<file path="src/rtl/div_pkg.sv">
// Shared constants for the restoring divider: default widths and the
// three-phase iteration encoding the controller steps through.
package div_pkg;

  localparam int DIV_N     = 8;
  localparam int DIV_CNT_W = $clog2(DIV_N) + 1;

  typedef enum logic [1:0] {
    PH_SHIFT = 2'd0,
    PH_SUB   = 2'd1,
    PH_COUNT = 2'd2
  } div_phase_e;

  localparam int PHASES_PER_ITER = 3;

endpackage

</file>
<file path="src/rtl/div_counter.sv">
// Iteration counter for the divider: clears, increments, and saturates at N
// so extra increments from the controller never wrap back to zero.
module div_counter
  import div_pkg::*;
#(
  parameter int N     = DIV_N,
  parameter int CNT_W = $clog2(N) + 1
) (
  input  logic             clk,
  input  logic             rst,
  input  logic             clr,
  input  logic             inc,
  output logic [CNT_W-1:0] count,
  output logic             done
);

  localparam logic [CNT_W-1:0] LIMIT = CNT_W'(N);

  assign done = (count == LIMIT);

  always_ff @(posedge clk or posedge rst) begin
    if (rst) begin
      count <= '0;
    end else if (clr) begin
      count <= '0;
    end else if (inc && !done) begin
      count <= count + 1'b1;
    end
  end

endmodule

</file>
<file path="src/rtl/div_datapath.sv">
// Restoring-division datapath: R/Q/M registers and iteration counter,
// sequenced entirely by an external controller through the strobe inputs.
module div_datapath
  import div_pkg::*;
#(
  parameter int N     = DIV_N,
  parameter int CNT_W = $clog2(N) + 1
) (
  input  logic         clk,
  input  logic         rst,
  input  logic [N-1:0] dividend,
  input  logic [N-1:0] divisor,
  input  logic         Rreset,
  input  logic         Rshift,
  input  logic         Rload,
  input  logic         Qload,
  input  logic         Qshift,
  input  logic         Mload,
  input  logic         Cup,
  input  logic         Creset,
  output logic         sub_neg,
  output logic         cnt_done,
  output logic [N-1:0] quotient,
  output logic [N-1:0] remainder,
  output logic         div_by_zero
);

  logic [N:0]       r_reg;
  logic [N-1:0]     q_reg;
  logic [N-1:0]     m_reg;
  logic [N+1:0]     diff;
  logic [CNT_W-1:0] count;
  logic             dbz_reg;

  // One extra bit beyond R so the borrow lands in the MSB and doubles as R < M.
  assign diff    = {1'b0, r_reg} - {2'b00, m_reg};
  assign sub_neg = diff[N+1];

  assign quotient    = q_reg;
  assign remainder   = r_reg[N-1:0];
  assign div_by_zero = dbz_reg;

  // A negative trial difference simply skips the load, so no restore cycle is needed.
  always_ff @(posedge clk or posedge rst) begin
    if (rst) begin
      r_reg <= '0;
    end else if (Rreset) begin
      r_reg <= '0;
    end else if (Rload) begin
      if (!sub_neg) r_reg <= diff[N:0];
    end else if (Rshift) begin
      r_reg <= {r_reg[N-1:0], q_reg[N-1]};
    end
  end

  always_ff @(posedge clk or posedge rst) begin
    if (rst) begin
      q_reg <= '0;
    end else if (Qload) begin
      q_reg <= dividend;
    end else if (Qshift) begin
      q_reg <= {q_reg[N-2:0], ~sub_neg};
    end
  end

  // The zero-divisor flag tracks the operand as it is captured, not M afterwards.
  always_ff @(posedge clk or posedge rst) begin
    if (rst) begin
      m_reg   <= '0;
      dbz_reg <= 1'b0;
    end else if (Mload) begin
      m_reg   <= divisor;
      dbz_reg <= (divisor == '0);
    end
  end

  div_counter #(
    .N     (N),
    .CNT_W (CNT_W)
  ) u_counter (
    .clk   (clk),
    .rst   (rst),
    .clr   (Creset),
    .inc   (Cup),
    .count (count),
    .done  (cnt_done)
  );

endmodule

</file>
<file path="config.mk">
export PLATFORM = sky130hd
export DESIGN_NAME = div_datapath
export DESIGN_NICKNAME = d
export VERILOG_FILES = /design/src/rtl/div_pkg.sv /design/src/rtl/div_counter.sv /design/src/rtl/div_datapath.sv
export SDC_FILE = /design/constraint.sdc
export NUM_CORES = 1
export LEC_CHECK = 0
export CAP_MARGIN = 25
export CORE_UTILIZATION = 49
export DETAILED_ROUTE_END_ITERATION = 7
export PLACE_DENSITY = 0.87
export SLEW_MARGIN = 40
export SYNTH_ARGS = -nofsm -noshare
export SYNTH_HDL_FRONTEND = slang
export SYNTH_SLANG_ARGS = --single-unit
</file>
<file path="constraint.sdc">
create_clock -name clk -period 3.4 [get_ports clk]
set_clock_uncertainty 0.2 [all_clocks]
set_input_delay 0.34 -clock clk [delete_from_list [all_inputs] [get_ports clk]]
set_output_delay 0.34 -clock clk [all_outputs]
set_load 0.03 [all_outputs]
</file>
Yosys cells after proc, flatten, opt, wreduce, memory -nomap -nowiden
Cells that the tools add are included.
Storage, ports and cells
  flip-flop bits (word level): 30
  input bits: 26
  output and inout bits: 19
Cells by class
  add/sub/neg operators: 2
  equal/unequal tests: 2
  muxes and demuxes: 8
  bitwise gates (word level): 1
  reductions and logical operators: 7
Operators by type and width (count)
  $mux 9: 4
  $mux 8: 2
  $sub 9x8->10: 1
  $logic_not 8->1: 1
  $mux 4: 2
  $add 4x1->4 const B: 1
  $eq 4x4->1 const B: 1
  $reduce_bool 2->1: 2
  $ne 3x3->1 const B: 1
  $reduce_bool 3->1: 1
  $reduce_and 2->1: 1
  $logic_and 1x1->1: 1
  $logic_not 1->1: 1
  $not 1->1: 1

Depth between registers and ports, before layout
Gate-level depths: netlist of run 1.
  depth in word-level cells: 5
  gate-level depth with buffers: 9
  depth with buffers taken out: 9

Hierarchy
Synthesis of run 1 repeated with hierarchy kept, for this count alone.
Second synthesis, totals
  cell total of the unflattened synthesis: 192
  area total of the unflattened synthesis: 1824.2 µm²
By module, submodules not included
  div_datapath: instances 1, cells each 167, area an instance 1587.8 µm², sequential area each 650.6 µm²
  div_counter: instances 1, cells each 25, area an instance 236.5 µm², sequential area each 100.1 µm²

Least setup slack after synthesis of run 1
Ideal clock, no wire load.
  kind: reg-to-reg
  from: reg r_reg[6]
  to: reg q_reg[0] (netlist: quotient[0])
  setup time: 118 ps
  data arrival time: 2206 ps
  path slack: 876 ps
  cell stages (with the launch flop): 8
  cell sequence: dfrtp_1 > ha_1 > a21o_1 > a211oi_2 > inv_2 > a41oi_1 > a211oi_1 > a21o_1
Between the ends
  word-level cells in the longest chain between the ends: 4
RTL lines
  from (decl): line div_datapath.sv:28  | logic [N:0] r_reg;
  from (signal assigned): line div_datapath.sv:50  | if (!sub_neg) r_reg <= diff[N:0];
  from (signal assigned): line div_datapath.sv:52  | r_reg <= {r_reg[N-1:0], q_reg[N-1]};
  $sub 9x8->10: line div_datapath.sv:36  | assign diff = {1'b0, r_reg} - {2'b00, m_reg};
  named net sub_neg: line div_datapath.sv:21  | output logic sub_neg,
  $not 1->1: line div_datapath.sv:62  | q_reg <= {q_reg[N-2:0], ~sub_neg};
  $mux 8: line div_datapath.sv:61  | end else if (Qshift) begin
  $mux 8: line div_datapath.sv:59  | end else if (Qload) begin
  to (signal assigned): line div_datapath.sv:60  | q_reg <= dividend;
  to (signal assigned): line div_datapath.sv:62
  to (decl): line div_datapath.sv:29  | logic [N-1:0] q_reg;
The timed path passes the listed nets, and every way through them passes these cells. The select of a mux whose other input is x is not followed.
A chain may end at the register's enable or synchronous reset.

Final worst setup path of run 1
  from: reg r_reg[6]
  to: out sub_neg
Between the ends
  word-level cells in the longest chain between the ends: 1
RTL lines (line)
  $sub 9x8->10: div_datapath.sv:36
  to (decl): div_datapath.sv:21
No other way between the ends.

==> results of run 1 <==
[power breakdown]
part | leakage (nW) | internal (mW) | switching (mW)
logic | 0.625 | 0.390 | 0.464
registers | 0.381 | 0.426 | 0.0697
clock network | 0.0482 | 0.163 | 0.124
[layout make-up]
cell class / instances / area, um^2 / share of cell area (%)
sequential: 30 / 751 / 32.3
tap: 46 / 57.6 / 2.48
inverter: 16 / 60.1 / 2.58
clock inverter: 1 / 5.00 / 0.215
clock buffer: 7 / 86.3 / 3.72
timing repair buffer: 47 / 463 / 19.9
multi-input combinational: 127 / 901 / 38.8
[critical path, delay by kind of cell, from the launching register on]
family          cells  cell delay [ns]
compound gates      3             0.74
buf+inv             2             0.79
fa+ha+maj           1             0.39
flops               1             0.41
[per-stage QoR]
| stage | util [%] | worst slack [ns] | power [mW] |
|---|---|---|---|
| floorplan | - | 0.876 | 1.14 |
| global placement | 64.8 | 0.585 | 1.33 |
| global route | 67.5 | 0.0640 | 1.76 |
| CTS | 67.5 | 0.217 | 1.65 |
| detailed placement | 64.8 | 0.516 | 1.35 |
| finish | 67.5 | 0.258 | 1.64 |
[cell usage in the layout, fill, tap and decap left out, types with 2 or more instances in the layout]
| cell | instances |
|---|---|
| a211oi_1 | 2 |
| a21o_1 | 3 |
| a21oi_1 | 5 |
| a221o_1 | 2 |
| a22o_1 | 4 |
| a31oi_1 | 2 |
| buf_4 | 3 |
| clkbuf_8 | 6 |
| clkdlybuf4s50_1 | 44 |
| dfrtp_1 | 30 |
| ha_1 | 10 |
| inv_1 | 15 |
| mux2_2 | 5 |
| mux2i_1 | 8 |
| nand2_1 | 23 |
| nand2b_1 | 2 |
| nand3_1 | 4 |
| nor2_1 | 9 |
| nor2b_1 | 2 |
| nor4_1 | 2 |
| nor4b_1 | 2 |
| o21ai_0 | 17 |
| o31ai_1 | 3 |
| xnor2_1 | 4 |
| xor2_1 | 5 |
[how the worst min path moves through the flow]
stage,from,to,cells past startpoint
3_5_place_dp,r_reg[0],r_reg[0],2
6_report,rst,u_counter.count[1],3
2_1_floorplan,Creset,u_counter.count[1],1
5_1_grt,rst,quotient[6],3
4_1_cts,rst,quotient[5],3
3_3_place_gp,r_reg[0],r_reg[0],2
[cells by family (layout without fill, tap and decap cells)]
group	after synthesis	after routing	synth area share (%)
buffers and inverters	31	71	8.40
xor gates and xnor gates	9	9	4.37
and+or+nand+nor	49	49	12.7
adders and majority gates	11	11	8.05
AOI/OAI and AO/OA	45	45	17.3
muxes	13	13	7.56
DFF	30	30	41.6
[metal layers]
layer	up-vias	part of all wire, %	wire, um
li1	727	-	-
met1	662	46	1650
met2	33	50	1800
met3	2	3.3	119
met4	0	0.75	27
met5	-	0	0
==> results.txt, run 1 <==
vias: 1424
Reg2Reg Setup Slack: 0.84 ns
Yosys cell types: 39
final RePlAce weighted congestion: 0.931
met3 usage: 4.01%
Post-Route WL: 3.59 mm
register area share after synthesis: 41.6%
dpl cell area: 2230 um^2
max-slew violation count: 0
largest net degree at the start of global routing: 31
Fmax: 0.318 GHz
design area: 2320 um^2
Tightest Hold Check Type: in -> async
WS Path Type: reg -> out
Cell Pwr Density: 704 nW/um^2
CTS Root Cell: clkbuf_8
TritonRoute pass-1 iters: 4
DP HPWL: 2.85 mm
Die Ht: 62.7 um
Syn Nets: 225
Starting Density: 52.4%
crit path DAT: 2.60 ns
dominant cell by count in the synthesized netlist: dfrtp_1
Post-CTS Hold Fix Bufs: 0
crit path to: sub_neg
grt peak-use layer: met2
placed cells: 266
setup TNS: 0 ns
row count: 21
fill cell count: 279
post-CTS sizing: 0
CTS tree: done
hold_ws: 0.231 ns
met1 Resource Use GR: 28.1%
Die X: 62.7 um
clk_lat worst skew: 0.27 ns
Synth area leader: dfrtp_1
Slowest-stage cell, CP: clkdlybuf4s50_1
Main synth FF type: dfrtp_1
Reg-to-Reg Start: r_reg[0]
RSZ-0062 raised after global routing: false
initial DRC count: 47
top post-synthesis cells by area: dfrtp_1 (42%), ha_1 (6.9%), nand2_1 (4.8%), o21ai_0 (4.7%), mux2i_1 (4.4%)
Max Fanout on Critical Path: 6
GRT Residual Overflow: 0
Clock transition at path regs: 0.06 ns
Setup crit end kind: primary output
post-route ant nets: 0
CP Launch Type: flop
total global-route track usage: 20.8%
synth cell count leaders: dfrtp_1 (30), nand2_1 (23), o21ai_0 (17)
post-synthesis register bit count: 30
LEAKAGE: 1.05 nW
syn_area_per_cell: 9.59 um^2
path depth of the worst reg2reg path: 9
Post-Syn Area: 1800 um^2
initial antenna violation count: 0
EDFF count, synth: 0
CP cell instances: ha_1, a21o_1, a211oi_2, inv_2, a41oi_1, clkdlybuf4s50_1
FFs w/ async S/R, synth: 100%
routed len/inst: 13.1 um
worst reg2reg path endpoint: r_reg[8]
non-filler cells, final: 274
worst-case vdd ir drop: 0.337 mV
H-tree levels: 2
clk sinks: 30
Worst path max stage delay: 0.71 ns
status: finished clean
worst setup path startpoint: r_reg[6]
Final setup viols: 0
number of global-route vias before repair: 1374
IO Count: 45
final hold vios: 0
Max Root-Sink Buffers: 2
layout cells sized above 1: 9.21%
core area: 3440 um^2
die area: 3930 um^2
port buffer count: 44
Layout Area Growth over Synthesis: 28.9%
Vias/cell: 5.20
Final Cycle Share: 92.4%
max reg flops: 9
fin crit period: 3.14 ns
Yosys top cell area share: 41.6%
Worst-Margin Slew: 0.494 ns
max_slew headroom: 67.0%
met2 Resource Use GR: 33.7%
Max-Cap Viols: 0
cts bufs inserted: 5
drc violations: 0
Critical Path RT: 2.86 ns
# diodes: 0
Syn. warnings: 0
Post-Synthesis Cells: 188
first-pass GRT wire length: 6.38 mm
Final nets: 264
Setup Fix Bufs, Post-CTS: 0
Power figures use the tool's default switching activity.
==> run 2: changes to the inputs <==
Settings changed: CORE_UTILIZATION 49 to 44, PLACE_DENSITY 0.87 to 0.83, REMOVE_ABC_BUFFERS set to 1.
Clock period 3.4 ns to 2.65 ns, I/O delays scaled along.
==> run 2 against run 1 <==
Against the previous run:
- sequential power rose by 27%
- critical path depth unchanged
- clock power increased by 57%
- register-to-register slack worse by 0.67 ns
- worst hold slack worse by 0.062 ns
- count of clock-buffer cells in the layout shrank 2
- critical path type unchanged
==> results.txt, run 2 (synthesis results as in run 1) <==
status: finished clean
initial DRC count: 47 (unchanged)
Setup crit end kind: primary output
max-slew violation count: 0 (unchanged)
initial antenna violation count: 0 (unchanged)
fin crit period: 2.55 ns
largest net degree at the start of global routing: 31 (unchanged)
DP HPWL: 2.91 mm (+2.3%)
die area: 4360 um^2 (+11%)
fill cell count: 323 (+16%)
port buffer count: 44 (unchanged)
max reg flops: 9 (unchanged)
first-pass GRT wire length: 6.31 mm (-0.97%)
Fmax: 0.392 GHz
Post-Route WL: 3.72 mm (+3.4%)
CTS tree: done
drc violations: 0 (unchanged)
routed len/inst: 13.4 um (+2.3%)
max_slew headroom: 64.6% (-2.4 points)
Max Root-Sink Buffers: 2 (unchanged)
total global-route track usage: 19.6% (-1.2 points)
# diodes: 0 (unchanged)
cts bufs inserted: 5 (unchanged)
final setup margin: 0.0987 ns (-0.159 ns)
Vias/cell: 5.19 (-0.11%)
Int Power: 1.33 mW (+36%)
clock power share: 20.6% (+3.1 points)
Final nets: 265 (+0.38%)
clk sinks: 30 (unchanged)
row count: 22 (+4.8%)
post-CTS sizing: 0 (unchanged)
worst-case vdd ir drop: 0.418 mV (+24%)
GRT Residual Overflow: 0 (unchanged)
Starting Density: 47.5% (-4.9 points)
Sw Share: 39.5% (-0.64 points)
final RePlAce weighted congestion: 0.846 (-9.1%)
crit path DAT: 2.09 ns (-0.51 ns)
Total Power: 2.20 mW (+34%)
Setup WS pre-CTS: 0.138 ns (-0.378 ns)
IO Count: 45 (unchanged)
NetSw: 0.869 mW (+32%)
LEAKAGE: 1.07 nW (+1.5%)
Reg2Reg Setup Slack: 0.17 ns (-0.67 ns)
clk_lat worst skew: 0.28 ns (about the same)
Clock transition at path regs: 0.06 ns (about the same)
most common cell after layout, fill and taps aside: clkdlybuf4s50_1
Post-CTS Hold Fix Bufs: 0 (unchanged)
layout cells sized above 1: 11.4% (+2.1 points)
Tightest Hold Check Type: in -> async
RSZ-0062 raised after global routing: true
CTS Root Cell: clkbuf_8
TritonRoute pass-1 iters: 4 (unchanged)
post-route ant nets: 0 (unchanged)
vias: 1438 (+0.98%)
Combinational Power Share: 50.7% (-1.5 points)
number of global-route vias before repair: 1381 (+0.51%)
Final Cycle Share: 96.3%
setup TNS: 0 ns (unchanged)
Max-Cap Viols: 0 (unchanged)
sequential power share: 28.7% (-1.6 points)
Max Fanout on Critical Path: 5 (-1)
most frequent cells in the layout: clkdlybuf4s50_1 (43), dfrtp_1 (30), nand2_1 (23)
Worst-Margin Slew: 0.529 ns (+0.0353 ns)
Layout Area Growth over Synthesis: 30.9%
Final setup viols: 0 (unchanged)
Die X: 66.0 um (+5.4%)
CP Launch Type: flop
Critical Path RT: 2.18 ns (-0.68 ns)
H-tree levels: 2 (unchanged)
Die Ht: 66.0 um (+5.4%)
Setup Fix Bufs, Post-CTS: 0 (unchanged)
Cell Pwr Density: 931 nW/um^2 (+32%)
WS Path Type: reg -> out
final hold vios: 0 (unchanged)
core area: 3800 um^2 (+10%)
==> run 2: changes by cell type in the layout (fill, tap and decap cells not counted) <==
cell             change
clkbuf_8             -1
a41oi_2              +1
a21oi_1              -1
buf_4                +2
clkdlybuf4s50_1      -1
a41oi_1              -1
bufinv_16            +1
clkbuf_1             -1
a21oi_2              +1
clkinv_2             +1
==> run 2: layer usage <==
metal / routed length (um) / global-route usage [%] / share of wire, %
met1: 1670 / 25.2 / 45
met2: 1800 / 31.3 / 48
met3: 194 / 5.00 / 5.2
met4: 55 / 7.98 / 1.5
met5: 0 / 0 / 0
==> run 2: path summary, 6_finish.rpt <==
kind / to / startpoint / cells past startpoint
worst max-delay path: sub_neg / r_reg[1] / 6
worst min-delay path: u_counter.count[2] / rst / 3
worst max register to register: r_reg[6] / r_reg[6] / 7
worst min register to register: r_reg[0] / r_reg[0] / 2
max in group asynchronous: r_reg[4] / rst / 3
min in group clk: r_reg[0] / r_reg[0] / 2
==> run 2: worst max-delay path, cell delays in order (launching register included) <==
cell and delay (ns):
dfrtp_1 0.42, ha_1 0.31, nor2b_1 0.12, o21ai_0 0.21
o211ai_1 0.25, a41oi_2 0.30, buf_4 0.20
==> run 2: layout make-up <==
| class | instances | area [um^2] | area share, % |
|---|---|---|---|
| clock buffer | 5 | 68.8 | 2.92 |
| timing repair buffer | 48 | 468 | 19.8 |
| tap | 48 | 60.1 | 2.55 |
| inverter | 16 | 60.1 | 2.55 |
| sequential | 30 | 751 | 31.8 |
| multi-input combinational | 127 | 912 | 38.7 |
| clock inverter | 3 | 40.0 | 1.70 |
==> run 2: power by group through the flow <==
| stage | Clock, mW | Sequential, mW | Combinational, mW |
|---|---|---|---|
| floorplan | 0 | 0.750 | 0.622 |
| global placement | 0 | 0.637 | 1.07 |
| detailed placement | 0 | 0.640 | 1.10 |
| CTS | 0.458 | 0.632 | 1.10 |
| global route | 0.484 | 0.645 | 1.20 |
| finish | 0.452 | 0.631 | 1.11 |
==> run 2: stage by stage <==
step	hold slack (ns)	instance area, um^2	utilization, %	instances
finish	0.169	2360	62.1	277
global route	0.206	2360	62.1	277
CTS	0.184	2350	61.8	277
detailed placement	0.309	2240	59.0	269
global placement	0.284	2240	59.0	269
floorplan	0.128	1710	-	173
==> variant 1: new RTL, settings of run 2 <==
Reset style: synchronous (`rst`), changed in 4 clocked blocks.
--- a/src/rtl/div_counter.sv
+++ b/src/rtl/div_counter.sv
@@ -18,7 +18,7 @@
 
   assign done = (count == LIMIT);
 
-  always_ff @(posedge clk or posedge rst) begin
+  always_ff @(posedge clk) begin
     if (rst) begin
       count <= '0;
     end else if (clr) begin
--- a/src/rtl/div_datapath.sv
+++ b/src/rtl/div_datapath.sv
@@ -41,7 +41,7 @@
   assign div_by_zero = dbz_reg;
 
   // A negative trial difference simply skips the load, so no restore cycle is needed.
-  always_ff @(posedge clk or posedge rst) begin
+  always_ff @(posedge clk) begin
     if (rst) begin
       r_reg <= '0;
     end else if (Rreset) begin
@@ -53,7 +53,7 @@
     end
   end
 
-  always_ff @(posedge clk or posedge rst) begin
+  always_ff @(posedge clk) begin
     if (rst) begin
       q_reg <= '0;
     end else if (Qload) begin
@@ -64,7 +64,7 @@
   end
 
   // The zero-divisor flag tracks the operand as it is captured, not M afterwards.
-  always_ff @(posedge clk or posedge rst) begin
+  always_ff @(posedge clk) begin
     if (rst) begin
       m_reg   <= '0;
       dbz_reg <= 1'b0;
Check against the original RTL: differs if rst is asserted again (counterexample within 4 cycles, from zero or initial values and one cycle with rst high); with rst held inactive, the same outputs for 10 cycles.
==> variant 1 against run 2 <==
- setup slack got worse by 0.019 ns
- power decreased by 29%
- via count increased by 17%
- wire length increased by 17%
- area after synthesis increased by 4.5%
- sequential share of layout area decreased by 7.0 points
- sequential cell count unchanged
- core utilization decreased by 2.4 points
- cell area increased by 2.7%
- die area increased by 4.4%
- critical endpoint unchanged
==> variant 1: results <==
{
  "antenna_found_initial": 0,
  "cp_top_family": "compound AO/OA/AOI/OAI gates",
  "synthArstFlopShare": 0,
  "power.leakage_nw": 0.941,
  "ir_drop_uv": 338,
  "postRouteWirelength_um": 4340,
  "reg2reg_to": "r_reg[6]",
  "cp-startpoint": "r_reg[4]",
  "critPathArrivalTime_ns": 2.10,
  "stdcell_count": 310,
  "insertedDiodeCount": 0,
  "grt_pass1_wl_um": 6930,
  "clock_latency_ns": 0.30,
  "critPathCapture": "sub_neg",
  "yosys-top-cells-count": "32 x nor2_1, 30 x dfxtp_1, 22 x a21oi_1",
  "nNetsFinal": 296,
  "cts_buffers": 5,
  "grt_usage": 0.207,
  "ys_warn_count": 0,
  "cts_root_buf": "clkbuf_8",
  "rrSetupSlack_ns": 0.37,
  "place.gp.congestion": 0.815,
  "dp_hpwl_um": 3190,
  "avgSynthCellArea_um2": 8.45,
  "whs_ns": 0.287,
  "worstRegToRegCells": 8,
  "worstMarginPinSlew_ns": 0.585,
  "port_buffers": 44,
  "r2r_start": "r_reg[0]",
  "drt_iter0_drc": 82,
  "crit_slowest_cell": "dfxtp_1",
  "dp_slack_ns": 0.351,
  "clk_pin_slew_ns": 0.07,
  "ys_types": 47,
  "clock_path_buffers": 2,
  "grt_start_max_net_pins": 18,
  "vias": 1683,
  "firstDrtPassIters": 4,
  "slowest_delay_ns": 0.38,
  "synthTopCellsByArea": "dfxtp_1 32%, mux2i_1 8.5%, ha_1 6.6%",
  "grt_pass1_vias": 1494,
  "status": "finished clean",
  "yosysSeqAreaShare": 0.319,
  "largest_register_ffs": 9,
  "hp-class": "reg -> reg",
  "h-tree-depth": 2,
  "fin_crit_ns": 2.57,
  "path_max_fanout": 5,
  "layout-drive-gt1-share": 0.0923
}
## variant 1: cell count changes in the layout (fill, tap and decap cells not counted), moves of 4 or more
cell	before	now
a211oi_1	2	7
a21oi_1	4	22
a22o_1	4	0
dfrtp_1	30	0
dfxtp_1	0	30
mux2_2	5	0
mux2i_1	8	16
nand2_1	23	5
nor2_1	9	32
nor3_1	1	7
o21a_1	1	5
o21ai_0	17	6
xor2_1	5	1
## variant 1: cell families (layout without fill, tap and decap cells)
kind of cell	count (synthesis)	after routing	synth area share
AO/OA/AOI/OAI	60	60	0.232
XOR/XNOR	3	3	0.0139
adder cells (fa/ha/maj)	11	11	0.0770
buffers and inverters	35	72	0.0870
flip-flops	30	30	0.319
multiplexers	16	16	0.0850
AND/OR/NAND/NOR	68	68	0.187
## variant 1: cell type report
type	count	area, µm²
Clock inverter	3	45.0
Tap cell	50	62.6
Inverter	17	63.8
Clock buffer	5	68.8
Fill cell	328	1630
Timing Repair Buffer	47	460
Sequential cell	30	601
Multi-Input combinational cell	158	1120
## variant 1: report_power, final
part           internal [W]  switching, W  leakage [nW]
combinational      0.000260      0.000308         0.644
clock              0.000279      0.000194        0.0504
sequential         0.000482     0.0000293         0.246
total               0.00102      0.000531         0.941
## variant 1: layer usage
layer,vias to the layer above,share of wire,global-route usage
met4,0,0.015,0.0718
met2,39,0.49,0.336
li1,853,-,-
met1,784,0.46,0.269
met5,-,0,0
met3,7,0.042,0.0456
## variant 1: timing repair
item,4_1_cts,5_1_grt
setup endpoints to repair,0,1
gates resized for setup,0,1
setup buffers,0,1
## variant 1: through the flow
step / power (W) / area [µm²] / util
2_1_floorplan: 0.000898 / 1780 / -
3_3_place_gp: 0.00106 / 2300 / 0.567
4_1_cts: 0.00155 / 2410 / 0.595
6_report: 0.00155 / 2420 / 0.597
3_5_place_dp: 0.00107 / 2300 / 0.567
5_1_grt: 0.00164 / 2420 / 0.597
## variant 1: how the worst min path moves through the flow
stage           startpoint     endpoint  depth (start not counted)
3_5_place_dp   div_by_zero  div_by_zero                          2
5_1_grt        div_by_zero  div_by_zero                          2
4_1_cts        div_by_zero  div_by_zero                          2
3_3_place_gp   div_by_zero  div_by_zero                          2
2_1_floorplan          rst  div_by_zero                          1
6_report       div_by_zero  div_by_zero                          2
## variant 1: tightest hold or removal path, stage by stage (launching register included)
cell and delay, ns:
dfxtp_1 0.32, nand2b_1 0.07, a21oi_1 0.06
==> variant 2: new RTL, flow settings as in run 2 <==
Without the edit above. `DIV_N`: 8 -> 16.
--- a/src/rtl/div_pkg.sv
+++ b/src/rtl/div_pkg.sv
@@ -2,7 +2,7 @@
 // three-phase iteration encoding the controller steps through.
 package div_pkg;
 
-  localparam int DIV_N     = 8;
+  localparam int DIV_N     = 16;
   localparam int DIV_CNT_W = $clog2(DIV_N) + 1;
 
   typedef enum logic [1:0] {
Ports: changed (resized dividend, divisor, quotient and remainder); port bits go from 45 to 77. The function was not compared with the original's and may differ.
==> variant 2 against run 2 <==
- the run now ends with negative setup slack left
- sequential power grew 84%
- cell area increased by 100%
- setup slack worse by 0.24 ns
- clock power increased by 30%
- power grew 130%
- cell count up 110%
- register-to-register slack got worse by 0.31 ns
- area after synthesis grew 94%
- count of clock-buffer cells in the layout rose by 1
- sequential cell count rose by 25
- wire length rose by 140%
- combinational power grew to 3.0 times the old value
==> variant 2: results <==
{
  "grt_usage": 0.211,
  "dp_slack_ns": -0.207,
  "status": "finished with violations",
  "port_buffers": 76,
  "place.gp.congestion": 0.935,
  "yosys-top-cells-count": "55 x dfrtp_1, 41 x nand2_1, 37 x nor2_1",
  "relSlewSlack": 0.471,
  "netlist_instances": 384,
  "worst_slack_ns": -0.140,
  "grt_start_max_net_pins": 56,
  "largest_register_ffs": 17,
  "vias": 3168,
  "critPathArrivalTime_ns": 2.79,
  "drt_iter0_drc": 146,
  "placed_area_um2": 4400,
  "grt_pass1_wl_um": 14200,
  "violations": "negative setup slack",
  "final.fill_count": 643,
  "finalSetupViolCount": 12,
  "ys_types": 51,
  "setup_tns_ns": -0.676,
  "dp.cells": 556,
  "gr-usage-met2": 0.360,
  "ir_drop_uv": 542,
  "synthTopCellsByArea": "dfrtp_1 39%, mux2i_1 7.2%, ha_1 6.4%",
  "postRouteWirelength_um": 9100,
  "vias_per_cell": 5.46,
  "clock_latency_ns": 0.31,
  "clk_pin_slew_ns": 0.10,
  "grt_util_met1": 0.279,
  "dp_hpwl_um": 6230,
  "wl_met1_um": 3910,
  "layout-drive-gt1-share": 0.165,
  "synthMuxAreaShare": 0.0747
}
[variant 2: cell types whose count changed in the layout (fill, tap and decap cells not counted), moves of 6 or more]
cell,run 2,this run
mux2i_1,8,25
buf_4,5,40
a21oi_1,4,15
dfrtp_1,30,55
inv_1,15,21
xnor2_1,4,11
buf_6,0,6
nand2_1,23,41
clkdlybuf4s50_1,43,74
a211oi_1,2,13
nor2_1,9,36
o21ai_0,17,35
[variant 2: layout make-up]
type / count / share of cell area
Timing Repair Buffer: 123 / 0.244
Sequential cell: 55 / 0.289
Tap cell: 102 / 0.0268
Clock buffer: 6 / 0.0173
Clock inverter: 2 / 0.00736
Multi-Input combinational cell: 268 / 0.397
Inverter: 24 / 0.0189
[variant 2: where the power goes]
group          internal [W]  switching (W)  total [W]
clock network      0.000306       0.000283   0.000589
registers           0.00101       0.000152    0.00116
logic               0.00159        0.00174    0.00333
[variant 2: repair_timing]
item	4_1_cts	5_1_grt
hold endpoints to repair	0	0
buffers inserted	3	11
resized for setup	11	20
cloned	1	2
pin swaps	9	16
endpoints found under the setup margin	18	19
[variant 2: worst max-delay path, delay by kind of cell (launching register included)]
kind,cells,cell delay [ns]
flops,1,0.39
buf+inv,2,0.10
compound gates,5,1.28
simple gates,1,0.16
fa+ha+maj,2,0.55
[variant 2: final timing paths]
check                             start                  to  slack, ns  depth (start not counted)
max reg2reg                    r_reg[0]           r_reg[16]      -0.14                         10
min reg2reg                    m_reg[0]            m_reg[0]       0.34                          1
min                                 rst  u_counter.count[0]       0.27                          3
min in group clk           dividend[12]        quotient[12]       0.31                          3
max                            r_reg[0]           r_reg[16]      -0.14                         10
max in group asynchronous           rst            r_reg[7]       1.50                          3
